## config.mk

```make
export PLATFORM = sky130hd
export DESIGN_NAME = clut_loader_flat
export DESIGN_NICKNAME = d
export VERILOG_FILES = /design/src/rtl/clut_pkg.sv /design/src/rtl/clut_loader_if.sv /design/src/rtl/clut_entry_assembler.sv /design/src/rtl/clut_loader.sv /design/src/flat_wrapper.sv
export SDC_FILE = /design/constraint.sdc
export NUM_CORES = 1
export LEC_CHECK = 0
export BUFFER_PORTS_ARGS = -buffer_cell sky130_fd_sc_hd__buf_2
export CORE_ASPECT_RATIO = 0.6
export CORE_MARGIN = 3
export CORE_UTILIZATION = 35
export CTS_BUF_LIST = sky130_fd_sc_hd__clkbuf_16
export DETAILED_ROUTE_END_ITERATION = 6
export PLACE_DENSITY_LB_ADDON = 0.12
export SLEW_MARGIN = 20
export SYNTH_ARGS = -nofsm -noshare
export SYNTH_HDL_FRONTEND = slang
export SYNTH_SLANG_ARGS = --single-unit
```

## constraint.sdc

```tcl
create_clock -name clk -period 2.8 [get_ports clk]
set_input_delay 0.28 -clock clk [delete_from_list [all_inputs] [get_ports clk]]
set_output_delay 0.28 -clock clk [all_outputs]
set_load 0.05 [all_outputs]
```

## src/rtl/clut_pkg.sv

```systemverilog
// Shared sizing and FSM encoding for the CLUT write-side loader.
package clut_pkg;

   localparam int unsigned COLOR_BITS    = 4;
   localparam int unsigned NUM_OF_COLORS = 16;
   localparam int unsigned LINE_SIZE     = 3;
   localparam int unsigned W             = COLOR_BITS * LINE_SIZE;
   localparam int unsigned ENTRY_BYTES   = (W + 7) / 8;

   typedef enum logic [2:0] {
      StIdle,
      StRecv,
      StWrite,
      StCsum,
      StDone
   } state_e;

endpackage

```

## src/rtl/clut_loader_if.sv

```systemverilog
// Byte-stream valid/ready handshake feeding the CLUT loader.
interface clut_loader_if;

   logic       in_valid;
   logic [7:0] in_data;
   logic       in_ready;

   modport master (output in_valid, output in_data, input in_ready);
   modport slave  (input in_valid, input in_data, output in_ready);

endinterface

```

## src/rtl/clut_entry_assembler.sv

```systemverilog
// Collects big-endian payload bytes into one W-bit palette entry.
module clut_entry_assembler
   import clut_pkg::*;
(
   input  logic         clk,
   input  logic         rst_n,
   input  logic         clear,
   input  logic         push,
   input  logic [7:0]   byte_in,
   output logic [W-1:0] word,
   output logic         last_byte
);

   localparam int unsigned HiW  = W - 8;
   localparam int unsigned IdxW = (ENTRY_BYTES > 1) ? $clog2(ENTRY_BYTES) : 1;

   logic [HiW-1:0]  hi_q;
   logic [IdxW-1:0] idx_q;

   // The word already includes the byte being presented, so the last byte needs no extra cycle.
   assign word      = {hi_q, byte_in};
   assign last_byte = (idx_q == IdxW'(ENTRY_BYTES - 1));

   always_ff @(posedge clk or negedge rst_n) begin
      if (!rst_n) begin
         hi_q  <= '0;
         idx_q <= '0;
      end else if (clear) begin
         idx_q <= '0;
      end else if (push) begin
         hi_q  <= word[HiW-1:0];
         idx_q <= last_byte ? '0 : idx_q + 1'b1;
      end
   end

endmodule

```

## src/rtl/clut_loader.sv

```systemverilog
// CLUT write-side loader: turns a byte stream into single-cycle CLUT write strobes.
// Define CLUT_LOADER_CHECKSUM_EN to require a trailing checksum byte that flags err on mismatch.
module clut_loader
   import clut_pkg::*;
(
   input  logic                  clk,
   input  logic                  rst_n,
   input  logic                  start,
   input  logic [COLOR_BITS-1:0] start_addr,
   input  logic [COLOR_BITS-1:0] count,
   clut_loader_if.slave          in_bus,
   output logic                  clut_we,
   output logic [COLOR_BITS-1:0] clut_addr,
   output logic [W-1:0]          clut_data,
   output logic                  busy,
   output logic                  done,
   output logic                  err
);

   localparam int unsigned RemW = COLOR_BITS + 1;

   state_e                state_q, state_d;
   logic [COLOR_BITS-1:0] addr_q;
   logic [W-1:0]          data_q;
   logic [RemW-1:0]       rem_q;
   logic                  ready, load, accept, push, last_byte, bad;
   logic [W-1:0]          word;

   assign load            = (state_q == StIdle) && start;
   assign accept          = in_bus.in_valid && ready;
   assign push            = accept && (state_q == StRecv);
   assign in_bus.in_ready = ready;
   assign clut_addr       = addr_q;
   assign clut_data       = data_q;

   clut_entry_assembler u_asm (
      .clk       (clk),
      .rst_n     (rst_n),
      .clear     (load),
      .push      (push),
      .byte_in   (in_bus.in_data),
      .word      (word),
      .last_byte (last_byte)
   );

   always_ff @(posedge clk or negedge rst_n) begin
      if (!rst_n) begin
         state_q <= StIdle;
      end else begin
         state_q <= state_d;
      end
   end

   always_comb begin
      state_d = state_q;
      unique case (state_q)
         StIdle:  if (start) state_d = StRecv;
         StRecv:  if (accept && last_byte) state_d = StWrite;
         StWrite: begin
            if (rem_q == RemW'(1)) begin
`ifdef CLUT_LOADER_CHECKSUM_EN
               state_d = StCsum;
`else
               state_d = StDone;
`endif
            end else begin
               state_d = StRecv;
            end
         end
         StCsum:  if (in_bus.in_valid) state_d = StDone;
         StDone:  state_d = StIdle;
         default: state_d = StIdle;
      endcase
   end

   always_comb begin
      ready   = (state_q == StRecv) || (state_q == StCsum);
      clut_we = (state_q == StWrite);
      busy    = (state_q != StIdle);
      done    = (state_q == StDone);
      err     = done && bad;
   end

   // clut_data is captured on the last byte so it stays frozen while the next entry streams in.
   always_ff @(posedge clk or negedge rst_n) begin
      if (!rst_n) begin
         addr_q <= '0;
         data_q <= '0;
         rem_q  <= '0;
      end else begin
         if (load) begin
            addr_q <= start_addr;
            rem_q  <= (count == '0) ? RemW'(NUM_OF_COLORS) : {1'b0, count};
         end
         if (push && last_byte) begin
            data_q <= word;
         end
         if (state_q == StWrite) begin
            addr_q <= addr_q + 1'b1;
            rem_q  <= rem_q - 1'b1;
         end
      end
   end

`ifdef CLUT_LOADER_CHECKSUM_EN
   logic [7:0] sum_q;
   logic       bad_q;

   always_ff @(posedge clk or negedge rst_n) begin
      if (!rst_n) begin
         sum_q <= '0;
         bad_q <= 1'b0;
      end else if (load) begin
         sum_q <= '0;
         bad_q <= 1'b0;
      end else if (push) begin
         sum_q <= sum_q + in_bus.in_data;
      end else if (accept && (state_q == StCsum)) begin
         bad_q <= (sum_q + in_bus.in_data) != 8'h00;
      end
   end

   assign bad = bad_q;
`else
   assign bad = 1'b0;
`endif

endmodule

```

## src/flat_wrapper.sv

```systemverilog
// flat-port wrapper written by rule: the top's interface ports become plain ports
module clut_loader_flat import clut_pkg::*;
  (clk, rst_n, start, start_addr, count, clut_we, clut_addr, clut_data, busy, done, err, in_bus_in_valid, in_bus_in_data, in_bus_in_ready);
  clut_loader_if in_bus_i ();
  input  logic clk;
  input  logic rst_n;
  input  logic start;
  input  logic [COLOR_BITS-1:0] start_addr;
  input  logic [COLOR_BITS-1:0] count;
  output logic clut_we;
  output logic [COLOR_BITS-1:0] clut_addr;
  output logic [W-1:0] clut_data;
  output logic busy;
  output logic done;
  output logic err;
  input wire logic [$bits(in_bus_i.in_valid)-1:0] in_bus_in_valid;
  input wire logic [$bits(in_bus_i.in_data)-1:0] in_bus_in_data;
  output wire logic [$bits(in_bus_i.in_ready)-1:0] in_bus_in_ready;
  assign in_bus_i.in_valid = in_bus_in_valid;
  assign in_bus_i.in_data = in_bus_in_data;
  assign in_bus_in_ready = in_bus_i.in_ready;
  clut_loader u_core (.clk(clk), .rst_n(rst_n), .start(start), .start_addr(start_addr), .count(count), .in_bus(in_bus_i), .clut_we(clut_we), .clut_addr(clut_addr), .clut_data(clut_data), .busy(busy), .done(done), .err(err));
endmodule
```

==> impl_metrics.toml <==
[global_routing]
grt-ovfl-total = 0
grt_pass1_wl_um = 5890
first_global_vias = 1122
gr-usage-all-layers_pct = 14.6
antenna_found_initial = 0
grt_max_degree = 30

[synth]
synth_compound_area_share_pct = 12.7
synth_area_leaders = "dfrtp_1 48%, mux2_4 9.9%, mux2_2 4.5%, ha_1 2.5%, a221oi_1 2.3%"
synthesis.nets = 152
ys_warn_count = 0
synth_cells = 129
yosysSeqAreaShare_pct = 48.0
synthMuxAreaShare_pct = 15.1
synth_top_family_by_area = "simple AND/OR/NAND/NOR gates"
synth.distinct_cells = 44
synth_xor_area_share_pct = 0.579
synthAdderAreaFrac_pct = 2.48
synth_top_area_cell = "dfrtp_1"
syn_area_mm2 = 0.00151
syn_area_per_cell_um2 = 11.7
synth_top_area_share_pct = 48.0
synthSimpleGateAreaFrac_pct = 16.2
ys_ff_latch = 29

[worst_setup_path]
cp_max_fo = 21
cp_slowest_stage_delay_ps = 720
worstPathRequired_ps = 2520
end_kind = "output port"
path_class = "register to output port"
arrival_ps = 1820
crit_path_cell_trace = "clkinv_1 -> nand2_1 -> buf_2"
slowest_stage = "dfrtp_1"
start_kind = "register"

[power_and_ir_drop]
p_leak_uw = 0.000874
pwr_density_cell_mw_per_mm2 = 1430
power_uw = 2680
irDropWorstVdd_mv = 0.609

[place]
hpwl_um = 2440
place.gp.congestion = 0.760
io_buffers = 39

[floorplanning]
die-width_um = 90.9
start_util_pct = 38.7
die-area_mm2 = 0.00517
core_mm2 = 0.00391
die_y_um = 56.9
io_pins = 41
rows = 17

[worst_hold_path]
min_path_type = "input port to asynchronous set/reset pin"

[routing]
via_per_inst = 5.27
routed_wl_um = 3530
drc = 0
dr.first_iter.drc_count = 45
routed-via-count = 1186
ant_nets = 0
drtPass1Iterations = 4
wl_per_cell_um = 15.7

[clocking]
post_cts_resized = 0
cts_sinks = 29
ctsHtreeMaxLevel = 2
cts_buffer_depth = 2
clk_pin_slew_worst_paths_ps = 50
cts_made_buffers = 5
cts_tree = "yes"
ctsHoldBuffers = 0
postCtsSetupBuffers = 0
root_buffer = "clkbuf_16"
clk_latency_ps = 270

[final_layout]
nets = 190
n_antenna_cell = 0
multi_input_area_um2 = 714
syn_to_final_growth_pct = 23.7
seq_area_um2 = 726
filler_cell_count = 399
drive_above_1_share_pct = 40.5

[sta]
finalCritPeriodShare_pct = 75.1
timing.slew.headroom_pct = 40.5
final_max_slew_viol_count = 0
worstMarginPinSlew_ps = 880
clock_skew_ps = 4.92
finalHoldViolations = 0
setup_violations = 0
fin_crit_ps = 2100
rsz0062_at_grt = "false"
max_freq_ghz = 0.476
tns_ps = 0

[job]
max_cap_violations = 0

[run_status]
status = "completed"
synthesized netlist by cell type (all sizes together):
cell type / count
dfrtp: 29
mux2: 16
nor2: 9
buf: 6
a221oi: 4
inv: 4
nand2: 4
nor3: 4
o21ai: 4
o22ai: 4
and2: 3
clkbuf: 3
ha: 3
nand3: 3
nor3b: 3
nor4b: 3
a21oi: 2
a32oi: 2
nor4bb: 2
o221a: 2
o22a: 2
or3b: 2
a211oi: 1
a311o: 1
a41oi: 1
and4bb: 1
clkinv: 1
conb: 1
mux2i: 1
nand2b: 1
nand3b: 1
nor2b: 1
o211ai: 1
o311a: 1
or2: 1
or4: 1
xnor2: 1
state kept, by name, summed over array words and instances (netlist names):
name	flops
u_core.clut_addr	4
u_core.clut_data	12
u_core.rem_q	5
u_core.state_q	3
u_core.u_asm.hi_q	4
u_core.u_asm.last_byte	1
final timing paths:
check	cells after the start	slack, ps	end	from
worst max-delay path	3	700	busy	u_core.state_q[1]
worst min-delay path	1	30	u_core.clut_addr[2]	rst_n
worst max register to register	3	890	u_core.clut_addr[3]	u_core.state_q[1]
worst min register to register	1	500	u_core.clut_data[8]	u_core.u_asm.hi_q[0]
max in group asynchronous	1	2340	u_core.clut_data[5]	rst_n
min in group clk	2	240	u_core.clut_data[6]	in_bus_in_data[6]
final cells by class:
| class | instances | area share (%) |
|---|---|---|
| clock inverter | 3 | 0.669 |
| sequential | 29 | 38.8 |
| clock buffer | 5 | 6.69 |
| multi-input combinational | 86 | 38.2 |
| inverter | 5 | 1.00 |
| tap | 57 | 3.81 |
| timing repair buffer | 40 | 10.8 |
critical path, delay by kind of cell, from the launching register on:
family | cells | cell delay (ps)
flip-flops | 1 | 720
buffers and inverters | 2 | 690
AND/OR/NAND/NOR | 1 | 140
report_power, final:
part           total, uW  internal, uW  switching (uW)
Combinational       1330           494             838
Sequential           852           629             223
Clock                499           320             178
per-stage QoR:
| stage | setup slack (ps) | utilization (%) | hold WS (ps) | cells | area [um2] |
|---|---|---|---|---|---|
| 2_1_floorplan | 510 | - | -15.6 | 129 | 1510 |
| 3_3_place_gp | 977 | 44.3 | 357 | 217 | 1730 |
| 3_5_place_dp | 913 | 44.3 | 353 | 217 | 1730 |
| 4_1_cts | 717 | 47.8 | 72.5 | 225 | 1870 |
| 5_1_grt | 573 | 47.8 | 113 | 225 | 1870 |
| 6_report | 697 | 47.8 | 32.4 | 225 | 1870 |
cells by family after synthesis:
family,count (synthesis)
other cells,1
compound gates,25
xor+xnor,1
flops,29
buf+inv,14
fa+ha+maj,3
mux,17
simple gates,39
layer usage:
metal | vias to the layer above | track usage (%) | share of wire (%)
met5 | - | 0 | 0
met4 | 0 | 5.15 | 0.88
met3 | 4 | 4.42 | 5.0
met2 | 33 | 19.3 | 41
met1 | 593 | 22.1 | 53
li1 | 556 | - | -
cells in the final DEF (no fill, tap or decap), drive strengths merged:
cell,synthesis,final
buf,6,40
and4bb,1,1
a41oi,1,1
a21oi,2,2
a211oi,1,1
a221oi,4,4
ha,3,3
clkbuf,3,5
nor2b,1,1
a32oi,2,2
xnor2,1,1
nor4bb,2,2
mux2,16,16
inv,4,4
or2,1,1
nand3,3,3
o211ai,1,1
nor2,9,9
nand3b,1,1
nor3b,3,3
conb,1,1
o311a,1,1
o22a,2,2
o22ai,4,4
o221a,2,2
or3b,2,2
dfrtp,29,29
or4,1,1
o21ai,4,4
nand2b,1,1
clkinv,1,4
nor3,4,4
nor4b,3,3
nand2,4,4
a311o,1,1
and2,3,3
mux2i,1,1
No activity file was read; power rests on OpenSTA's default activity.
